[src/rtl/ps2_keyboard_rx.sv]
// PS/2 set-2 keyboard receiver: filtered line sampling, frame checking,
// prefix/shift tracking, ASCII mapping and a buffered event queue.
module ps2_keyboard_rx #(
   parameter int FILTER_LEN  = 8,
   parameter int FIFO_DEPTH  = 8,
   parameter int TIMEOUT_CYC = 25000,
   parameter int EMIT_MODE   = 0
) (
   input  logic       clk25,
   input  logic       clr_n,
   input  logic       ps2c,
   input  logic       ps2d,
   output logic       ev_valid,
   input  logic       ev_ready,
   output logic [7:0] ev_scan,
   output logic [7:0] ev_ascii,
   output logic       ev_break,
   output logic       ev_ext,
   output logic       shift_held,
   output logic       frame_err,
   output logic       overflow
);

   localparam int WD_W = $clog2(TIMEOUT_CYC + 1);
   localparam int AW   = $clog2(FIFO_DEPTH);

   typedef enum logic [1:0] {IDLE, SHIFT, CHECK} state_t;

   logic                  c_s1, c_s2, d_s1, d_s2;
   logic [FILTER_LEN-1:0] c_sh, d_sh;
   logic                  fc, fd, fc_q;
   logic                  bit_ev;

   always_ff @(posedge clk25 or negedge clr_n) begin
      if (!clr_n) begin
         c_s1 <= 1'b1;
         c_s2 <= 1'b1;
         d_s1 <= 1'b1;
         d_s2 <= 1'b1;
         c_sh <= '1;
         d_sh <= '1;
         fc   <= 1'b1;
         fd   <= 1'b1;
         fc_q <= 1'b1;
      end else begin
         c_s1 <= ps2c;
         c_s2 <= c_s1;
         d_s1 <= ps2d;
         d_s2 <= d_s1;
         c_sh <= {c_sh[FILTER_LEN-2:0], c_s2};
         d_sh <= {d_sh[FILTER_LEN-2:0], d_s2};
         if (&c_sh) fc <= 1'b1;
         else if (~|c_sh) fc <= 1'b0;
         if (&d_sh) fd <= 1'b1;
         else if (~|d_sh) fd <= 1'b0;
         fc_q <= fc;
      end
   end

   assign bit_ev = fc_q & ~fc;

   state_t          state, state_n;
   logic [3:0]      bitcnt, bitcnt_n;
   logic [9:0]      sr, sr_n;
   logic [WD_W-1:0] wdog, wdog_n;
   logic            err_n, byte_ok;
   logic            byte_vld;
   logic [7:0]      byte_q;

   always_ff @(posedge clk25 or negedge clr_n) begin
      if (!clr_n) begin
         state     <= IDLE;
         bitcnt    <= '0;
         sr        <= '0;
         wdog      <= '0;
         frame_err <= 1'b0;
         byte_vld  <= 1'b0;
         byte_q    <= '0;
      end else begin
         state     <= state_n;
         bitcnt    <= bitcnt_n;
         sr        <= sr_n;
         wdog      <= wdog_n;
         frame_err <= err_n;
         byte_vld  <= byte_ok;
         if (byte_ok) byte_q <= sr[7:0];
      end
   end

   always_comb begin
      state_n  = state;
      bitcnt_n = bitcnt;
      sr_n     = sr;
      wdog_n   = wdog;
      err_n    = 1'b0;
      byte_ok  = 1'b0;
      case (state)
         IDLE: begin
            wdog_n = '0;
            if (bit_ev && !fd) begin
               state_n  = SHIFT;
               bitcnt_n = 4'd1;
            end
         end
         SHIFT: begin
            if (bit_ev) begin
               sr_n     = {fd, sr[9:1]};
               wdog_n   = '0;
               bitcnt_n = bitcnt + 4'd1;
               if (bitcnt == 4'd10) state_n = CHECK;
            end else if (wdog == WD_W'(TIMEOUT_CYC - 1)) begin
               err_n   = 1'b1;
               state_n = IDLE;
            end else begin
               wdog_n = wdog + 1'b1;
            end
         end
         CHECK: begin
            // sr[8:0] = data + parity, sr[9] = stop
            if ((^sr[8:0]) && sr[9]) byte_ok = 1'b1;
            else err_n = 1'b1;
            state_n = IDLE;
         end
         default: state_n = IDLE;
      endcase
   end

   function automatic logic [7:0] to_ascii(input logic [7:0] c,
                                           input logic up);
      logic [7:0] a;
      a = 8'h00;
      case (c)
         8'h1C: a = 8'h61; 8'h32: a = 8'h62; 8'h21: a = 8'h63;
         8'h23: a = 8'h64; 8'h24: a = 8'h65; 8'h2B: a = 8'h66;
         8'h34: a = 8'h67; 8'h33: a = 8'h68; 8'h43: a = 8'h69;
         8'h3B: a = 8'h6A; 8'h42: a = 8'h6B; 8'h4B: a = 8'h6C;
         8'h3A: a = 8'h6D; 8'h31: a = 8'h6E; 8'h44: a = 8'h6F;
         8'h4D: a = 8'h70; 8'h15: a = 8'h71; 8'h2D: a = 8'h72;
         8'h1B: a = 8'h73; 8'h2C: a = 8'h74; 8'h3C: a = 8'h75;
         8'h2A: a = 8'h76; 8'h1D: a = 8'h77; 8'h22: a = 8'h78;
         8'h35: a = 8'h79; 8'h1A: a = 8'h7A;
         8'h45: a = 8'h30; 8'h16: a = 8'h31; 8'h1E: a = 8'h32;
         8'h26: a = 8'h33; 8'h25: a = 8'h34; 8'h2E: a = 8'h35;
         8'h36: a = 8'h36; 8'h3D: a = 8'h37; 8'h3E: a = 8'h38;
         8'h46: a = 8'h39;
         8'h29: a = 8'h20; 8'h5A: a = 8'h0A; 8'h66: a = 8'h08;
         default: a = 8'h00;
      endcase
      if (up && a >= 8'h61 && a <= 8'h7A) a = a - 8'h20;
      return a;
   endfunction

   logic        ext_pend, brk_pend, lsh, rsh, keep;
   logic        evt_vld;
   logic [17:0] evt_data;

   assign shift_held = lsh | rsh;

   always_comb begin
      keep = 1'b1;
      if (EMIT_MODE == 1) keep = !brk_pend;
      else if (EMIT_MODE == 2) keep = brk_pend;
   end

   always_ff @(posedge clk25 or negedge clr_n) begin
      if (!clr_n) begin
         ext_pend <= 1'b0;
         brk_pend <= 1'b0;
         lsh      <= 1'b0;
         rsh      <= 1'b0;
         evt_vld  <= 1'b0;
         evt_data <= '0;
      end else begin
         evt_vld <= 1'b0;
         if (byte_vld) begin
            if (byte_q == 8'hE0) begin
               ext_pend <= 1'b1;
            end else if (byte_q == 8'hF0) begin
               brk_pend <= 1'b1;
            end else begin
               ext_pend <= 1'b0;
               brk_pend <= 1'b0;
               evt_vld  <= keep;
               evt_data <= {ext_pend, brk_pend, byte_q,
                            ext_pend ? 8'h00 :
                            to_ascii(byte_q, shift_held)};
               if (!ext_pend && byte_q == 8'h12) lsh <= !brk_pend;
               if (!ext_pend && byte_q == 8'h59) rsh <= !brk_pend;
            end
         end
      end
   end

   logic [17:0]   mem [FIFO_DEPTH];
   logic [AW-1:0] wptr, rptr;
   logic [AW:0]   count;
   logic          full, pop, do_push;

   assign full     = (count == (AW+1)'(FIFO_DEPTH));
   assign ev_valid = (count != '0);
   assign pop      = ev_valid & ev_ready;
   assign do_push  = evt_vld & (!full | pop);

   always_ff @(posedge clk25) begin
      if (do_push) mem[wptr] <= evt_data;
   end

   always_ff @(posedge clk25 or negedge clr_n) begin
      if (!clr_n) begin
         wptr     <= '0;
         rptr     <= '0;
         count    <= '0;
         overflow <= 1'b0;
      end else begin
         if (do_push) wptr <= wptr + 1'b1;
         if (pop) rptr <= rptr + 1'b1;
         if (do_push && !pop) count <= count + 1'b1;
         else if (!do_push && pop) count <= count - 1'b1;
         if (evt_vld && !do_push) overflow <= 1'b1;
      end
   end

   assign {ev_ext, ev_break, ev_scan, ev_ascii} =
      ev_valid ? mem[rptr] : 18'h0;

endmodule

[config.mk]
export PLATFORM = sky130hd
export DESIGN_NAME = ps2_keyboard_rx
export DESIGN_NICKNAME = d
export VERILOG_FILES = /design/src/rtl/ps2_keyboard_rx.sv
export SDC_FILE = /design/constraint.sdc
export NUM_CORES = 1
export LEC_CHECK = 0
export BUFFER_PORTS_ARGS = -buffer_cell sky130_fd_sc_hd__buf_2
export CAP_MARGIN = 20
export CORE_ASPECT_RATIO = 1.4
export CORE_MARGIN = 2
export CORE_UTILIZATION = 55
export DETAILED_ROUTE_END_ITERATION = 8
export PLACE_DENSITY = 0.72
export SLEW_MARGIN = 20
export SYNTH_ARGS = -nofsm -noshare
export SYNTH_HDL_FRONTEND = slang
export SYNTH_SLANG_ARGS = --single-unit
[constraint.sdc]
create_clock -name clk25 -period 4 [get_ports clk25]
set_clock_uncertainty 0.1 [all_clocks]
set_input_delay 0.8 -clock clk25 [delete_from_list [all_inputs] [get_ports clk25]]
set_output_delay 0.8 -clock clk25 [all_outputs]
set_load 0.01 [all_outputs]
Word level (Yosys, flattened, before mapping)
Memories as Yosys holds them, arrays and structs flattened. Index checks and enable logic that the tools add are counted.

Equality and inequality tests: 17. $add $sub $neg: 7. $lt $le $gt $ge: 2. Reductions and logical operators: 33. Bitwise gates (word level): 8. Muxes and demuxes: 38.

Operator list (count): $mux 8 (6); $mux 15 (2); $pmux 15 s2 (1); $mux 18 (1); $mux 1 (17); $eq 8x8->1 const B (2); $mux 4 (4); $reduce_and 8->1 (2); $reduce_or 8->1 (2); $add 15x1->15 const B (1); $eq 15x15->1 const B (1); $ne 2x2->1 const B (5); $logic_and 1x1->1 (9); $ne 3x3->1 const B (3); $reduce_and 3->1 (3); $reduce_xor 9->1 (1); $add 4x1->4 const B (2); $eq 4x4->1 const B (2); $eq 8x5->1 const B (1); $eq 8x7->1 const B (1); $ge 8x7->1 const B (1); $le 8x7->1 const B (1); $mux 2 (4); $pmux 4 s2 (1); 16 further kinds (32).

Logic and storage cells: 133. Bits in registers: 98. RAM bits: 144. Memory bits (read-only): 896. Memories kept: 2. Output and inout bits: 22. Input port bits: 5.

Memory list: (no name shown) (depth 128, width 7, rd ports 1, clocked after Yosys merged registers in 0, wr ports 0, line 132) `case (c)`; mem (depth 8, width 18, rd ports 1, clocked after Yosys merged registers in 0, wr ports 1, line 194) `logic [17:0] mem [FIFO_DEPTH];`.

Longest topological paths before layout
An unclocked memory read counts as a cell.

Word-level depth: 10. Mapped depth: 12. Depth with buffers taken out: 11.

Worst setup path before layout
OpenSTA, ideal clock, no wires.

Kind: input port to flip-flop. Start point: input ev_ready. End point: memory mem[0][0] (enable). Setup time: 416 ps. Arrival: 2632 ps. Required time: 3484 ps. Path buffers: 1. Stages: 5. Setup slack: 852 ps. Cells stage by stage: nand3b_1 and2_1 clkbuf_1 nand2b_1 nor3_1.

Longest elaborated chain between the ends: 5.

RTL lines: start, declared (line 14) `input logic ev_ready,`; $and 1x1->1 (line 201) `assign pop = ev_valid & ev_ready;`; $or 1x1->1 (line 202) `assign do_push = evt_vld & (!full | pop);`; $and 1x1->1 (line 202); named net do_push (line 197) `logic full, pop, do_push;`; $mux 1 (line 205) `if (do_push) mem[wptr] <= evt_data;`; $mux 1 (not written as such) (line 205); end, declared (line 194).

The timed path passes the listed nets, and every way through them passes these cells.

Final worst setup path
Start point: register rptr[0]. End point: output ev_ascii[6].

Longest elaborated chain between the ends: 2.

RTL lines: start, declared (line 195) `logic [AW-1:0] wptr, rptr;`; start signal, assigned (line 216) `if (pop) rptr <= rptr + 1'b1;`; $mem_v2 8x18; $mux 18 (line 224) `ev_valid ? mem[rptr] : 18'h0;`; end, declared (line 16) `output logic [7:0] ev_ascii,`.

No other way between the ends.

==> run summary <==
Status: finished, final reports clean
CTS root buffer: clkbuf_16
PD cells: 440 nW/um^2
# port buffers: 26
CTS tree: done
DR WL/cell: 19.9 um
Layout cells sized above 1: 0.218
Syn_nets: 768
Fmax: 294 MHz
Buf/Inv on CP: 2
Initial antenna violation count: 0
CP Data Required Time: 3.10 ns
Total GRT Usage: 0.210
Critical path peak fanout: 23
Ratio of final minimum period to clock period: 0.850
Number of I/O pins: 27
CP Cell Sequence: buf_12 > mux4_2 > mux2i_1 > nor2_1 > buf_2
Postcts setup bufs: 0
Clk_lat worst skew: 0.50 ns
DP Worst Slack: 0.809 ns
Final number of setup-violating endpoints: 0
Layout fillers: 1359
Starting density of the core: 0.563
Max clock buf depth: 3
Routed vias: 6182
Synthesized instance count: 743
Share of synthesized registers carrying an async set or reset: 0.405
Max stage delay cell, worst path: dfrtp_2
Worst-margin pin slew: 0.734 ns
Nets: 802
Global-route wire length before repair: 33.5 mm
Met1 WL: 8.08 mm
H-tree lvl count: 1
Total Wirelength: 20.6 mm
Hold Violations, Final: 0
Post-synth EDFFs: 144
Routed length on met3: 665 um
Critical path's top delay family: flip-flops
Unrepaired setup endpoints after global routing: no
Tmin final: 3.40 ns
Highest routed layer: met4
DIE HEIGHT: 168 um
TNS Setup: 0 ns
Synthesized area: 10500 um^2
#FFs+latches synth: 242
Vias in the first global route: 6563
Crit Reg-Reg Endpoint: evt_data[7]$_DFFE_PN0P_
FF-to-FF path depth: 9
Reg2reg setup slack: 0.77 ns
Class of the most critical setup path: reg2out
Ant. Diodes: 0
Pins Over Slew Limit: 0
Critical Path AT: 2.50 ns
Type of element capturing the critical path: output pin
Max cap viols: 0
Vias per inst: 5.96
CTS hold repair buffers: 0
Final WS setup: 0.599 ns
Unique masters post-synth: 71
Clk sinks: 242
Drt drc: 0
Startpoint Class: flop
Leak Pwr: 4.70 nW
Hold/Removal Path Class: in2async
Layout area overhead: 11.8%
Detailed placer's ending HPWL: 13.4 mm
Register area share after synthesis: 0.648
DRT Pass-1 Iters: 4
Core Area: 18700 um^2
Slowest stage delay, CP: 0.73 ns
Yosys Warn Count: 0
Floorplan row count: 59
Top FF cell, synth: edfxtp_1
Total grt overflow: 0
Worst vdd ir: 0.000351 V
Die Wd: 121 um
Routed wl met2: 11.1 mm
Slew HR: 0.511
Post-CTS Resized: 0
Full die area: 20200 um^2
Post-Syn Area per Cell: 14.1 um^2
Num CTS Buffers: 22
Final Wtd Congestion: 0.870
Detail Route Antenna Nets: 0
Worst reg2reg path startpoint: byte_q[1]$_DFFE_PN0P_
Clock Pin Slew Worst Setup and Hold Paths: 0.06 ns
Final Core Density: 0.629
Largest net degree at the start of global routing: 55
Initial DRC Count: 458
==> cells in the mapped netlist (all sizes together), types with 5 or more instances <==
| cell type | n | share of area |
|---|---|---|
| and2 | 5 | 0.0030 |
| mux2i | 24 | 0.023 |
| nor3 | 8 | 0.0038 |
| mux2 | 18 | 0.019 |
| ha | 19 | 0.023 |
| and3 | 5 | 0.0030 |
| o21ai | 43 | 0.020 |
| nor2b | 6 | 0.0036 |
| edfxtp | 144 | 0.41 |
| clkbuf | 21 | 0.0075 |
| dfstp | 23 | 0.058 |
| buf | 13 | 0.0062 |
| nand2 | 83 | 0.030 |
| nand2b | 11 | 0.0066 |
| xnor2 | 16 | 0.013 |
| a31oi | 10 | 0.0074 |
| nand4 | 6 | 0.0036 |
| a21oi | 17 | 0.0085 |
| nor2 | 55 | 0.020 |
| nand3 | 13 | 0.0062 |
| o41ai | 6 | 0.0050 |
| inv | 17 | 0.0061 |
| dfrtp | 75 | 0.18 |
| mux4 | 36 | 0.077 |
==> power by group <==
part           switching (W)  internal, W
clock network       0.000867      0.00130
registers          0.0000472      0.00268
logic               0.000169    0.0000946
==> cell type report <==
type / count / area [um^2] / area share
Inverter: 17 / 63.8 / 0.00543
Sequential cell: 242 / 6810 / 0.579
Clock buffer: 30 / 633 / 0.0539
Timing Repair Buffer: 44 / 293 / 0.0249
Multi-Input combinational cell: 450 / 3520 / 0.299
Tap cell: 244 / 305 / 0.0260
Clock inverter: 10 / 129 / 0.0110
==> flip-flops by register name, indices dropped and copies added (netlist names), 2 cells and up <==
name and count:
byte_q 8, d_sh 8, bitcnt 4, rptr 3, count 4, wdog 15
c_sh 8, wptr 3, evt_data 18, sr 10, state 2, mem 144
==> per-stage QoR <==
step	area [um^2]	total power (W)	cells	hold WS, ns
global route	11700	0.00537	1037	0.257
finish	11700	0.00516	1037	0.222
floorplan	10500	0.00296	743	0.245
detailed placement	11000	0.00304	997	0.247
global placement	11000	0.00302	997	0.245
CTS	11700	0.00522	1037	0.244
==> how the worst max path moves through the flow <==
| stage | startpoint | to | depth (start not counted) | slack [ns] |
|---|---|---|---|---|
| after global placement | byte_q[1]$_DFFE_PN0P_ | evt_data[7]$_DFFE_PN0P_ | 9 | 0.92 |
| after floorplan | ev_ready | mem[0][0]$_DFFE_PP_ | 5 | 0.85 |
| final | rptr[0]$_DFFE_PN0P_ | ev_ascii[6] | 5 | 0.60 |
| after detailed placement | byte_q[1]$_DFFE_PN0P_ | evt_data[7]$_DFFE_PN0P_ | 9 | 0.81 |
| after CTS | rptr[0]$_DFFE_PN0P_ | ev_ascii[0] | 5 | 0.52 |
| after global routing | rptr[0]$_DFFE_PN0P_ | ev_ascii[0] | 5 | 0.42 |
==> metal layers <==
| metal | track usage | vias up |
|---|---|---|
| met1 | 0.251 | 3137 |
| met3 | 0.0276 | 49 |
| met4 | 0.0809 | 0 |
| met2 | 0.382 | 141 |
| li1 | - | 2855 |
| met5 | 0 | - |
==> logic make-up after synthesis <==
group	count (synthesis)	share of synthesized area
fa+ha+maj	20	0.0245
mux	78	0.119
xor+xnor	20	0.0167
compound gates	118	0.0761
simple gates	214	0.0959
buf+inv	51	0.0198
flops	242	0.648
==> cell usage in the layout (no fill, tap or decap), types with 6 or more instances in the layout <==
master       n
mux2i_1     24
ha_1        19
nand4_1      6
a31oi_1      9
o21ai_0     40
dfrtp_1     74
nor3_1       6
inv_1       16
nor2_1      55
nand2_1     83
nand3_1     13
mux4_2      36
a21oi_1     16
nand2b_1    11
buf_2       25
o41ai_1      6
nor2b_1      6
mux2_2      16
clkbuf_16   23
dfstp_2     23
buf_4       17
xnor2_1     16
edfxtp_1   144
Note: power is estimated with default switching activity, not from simulation.
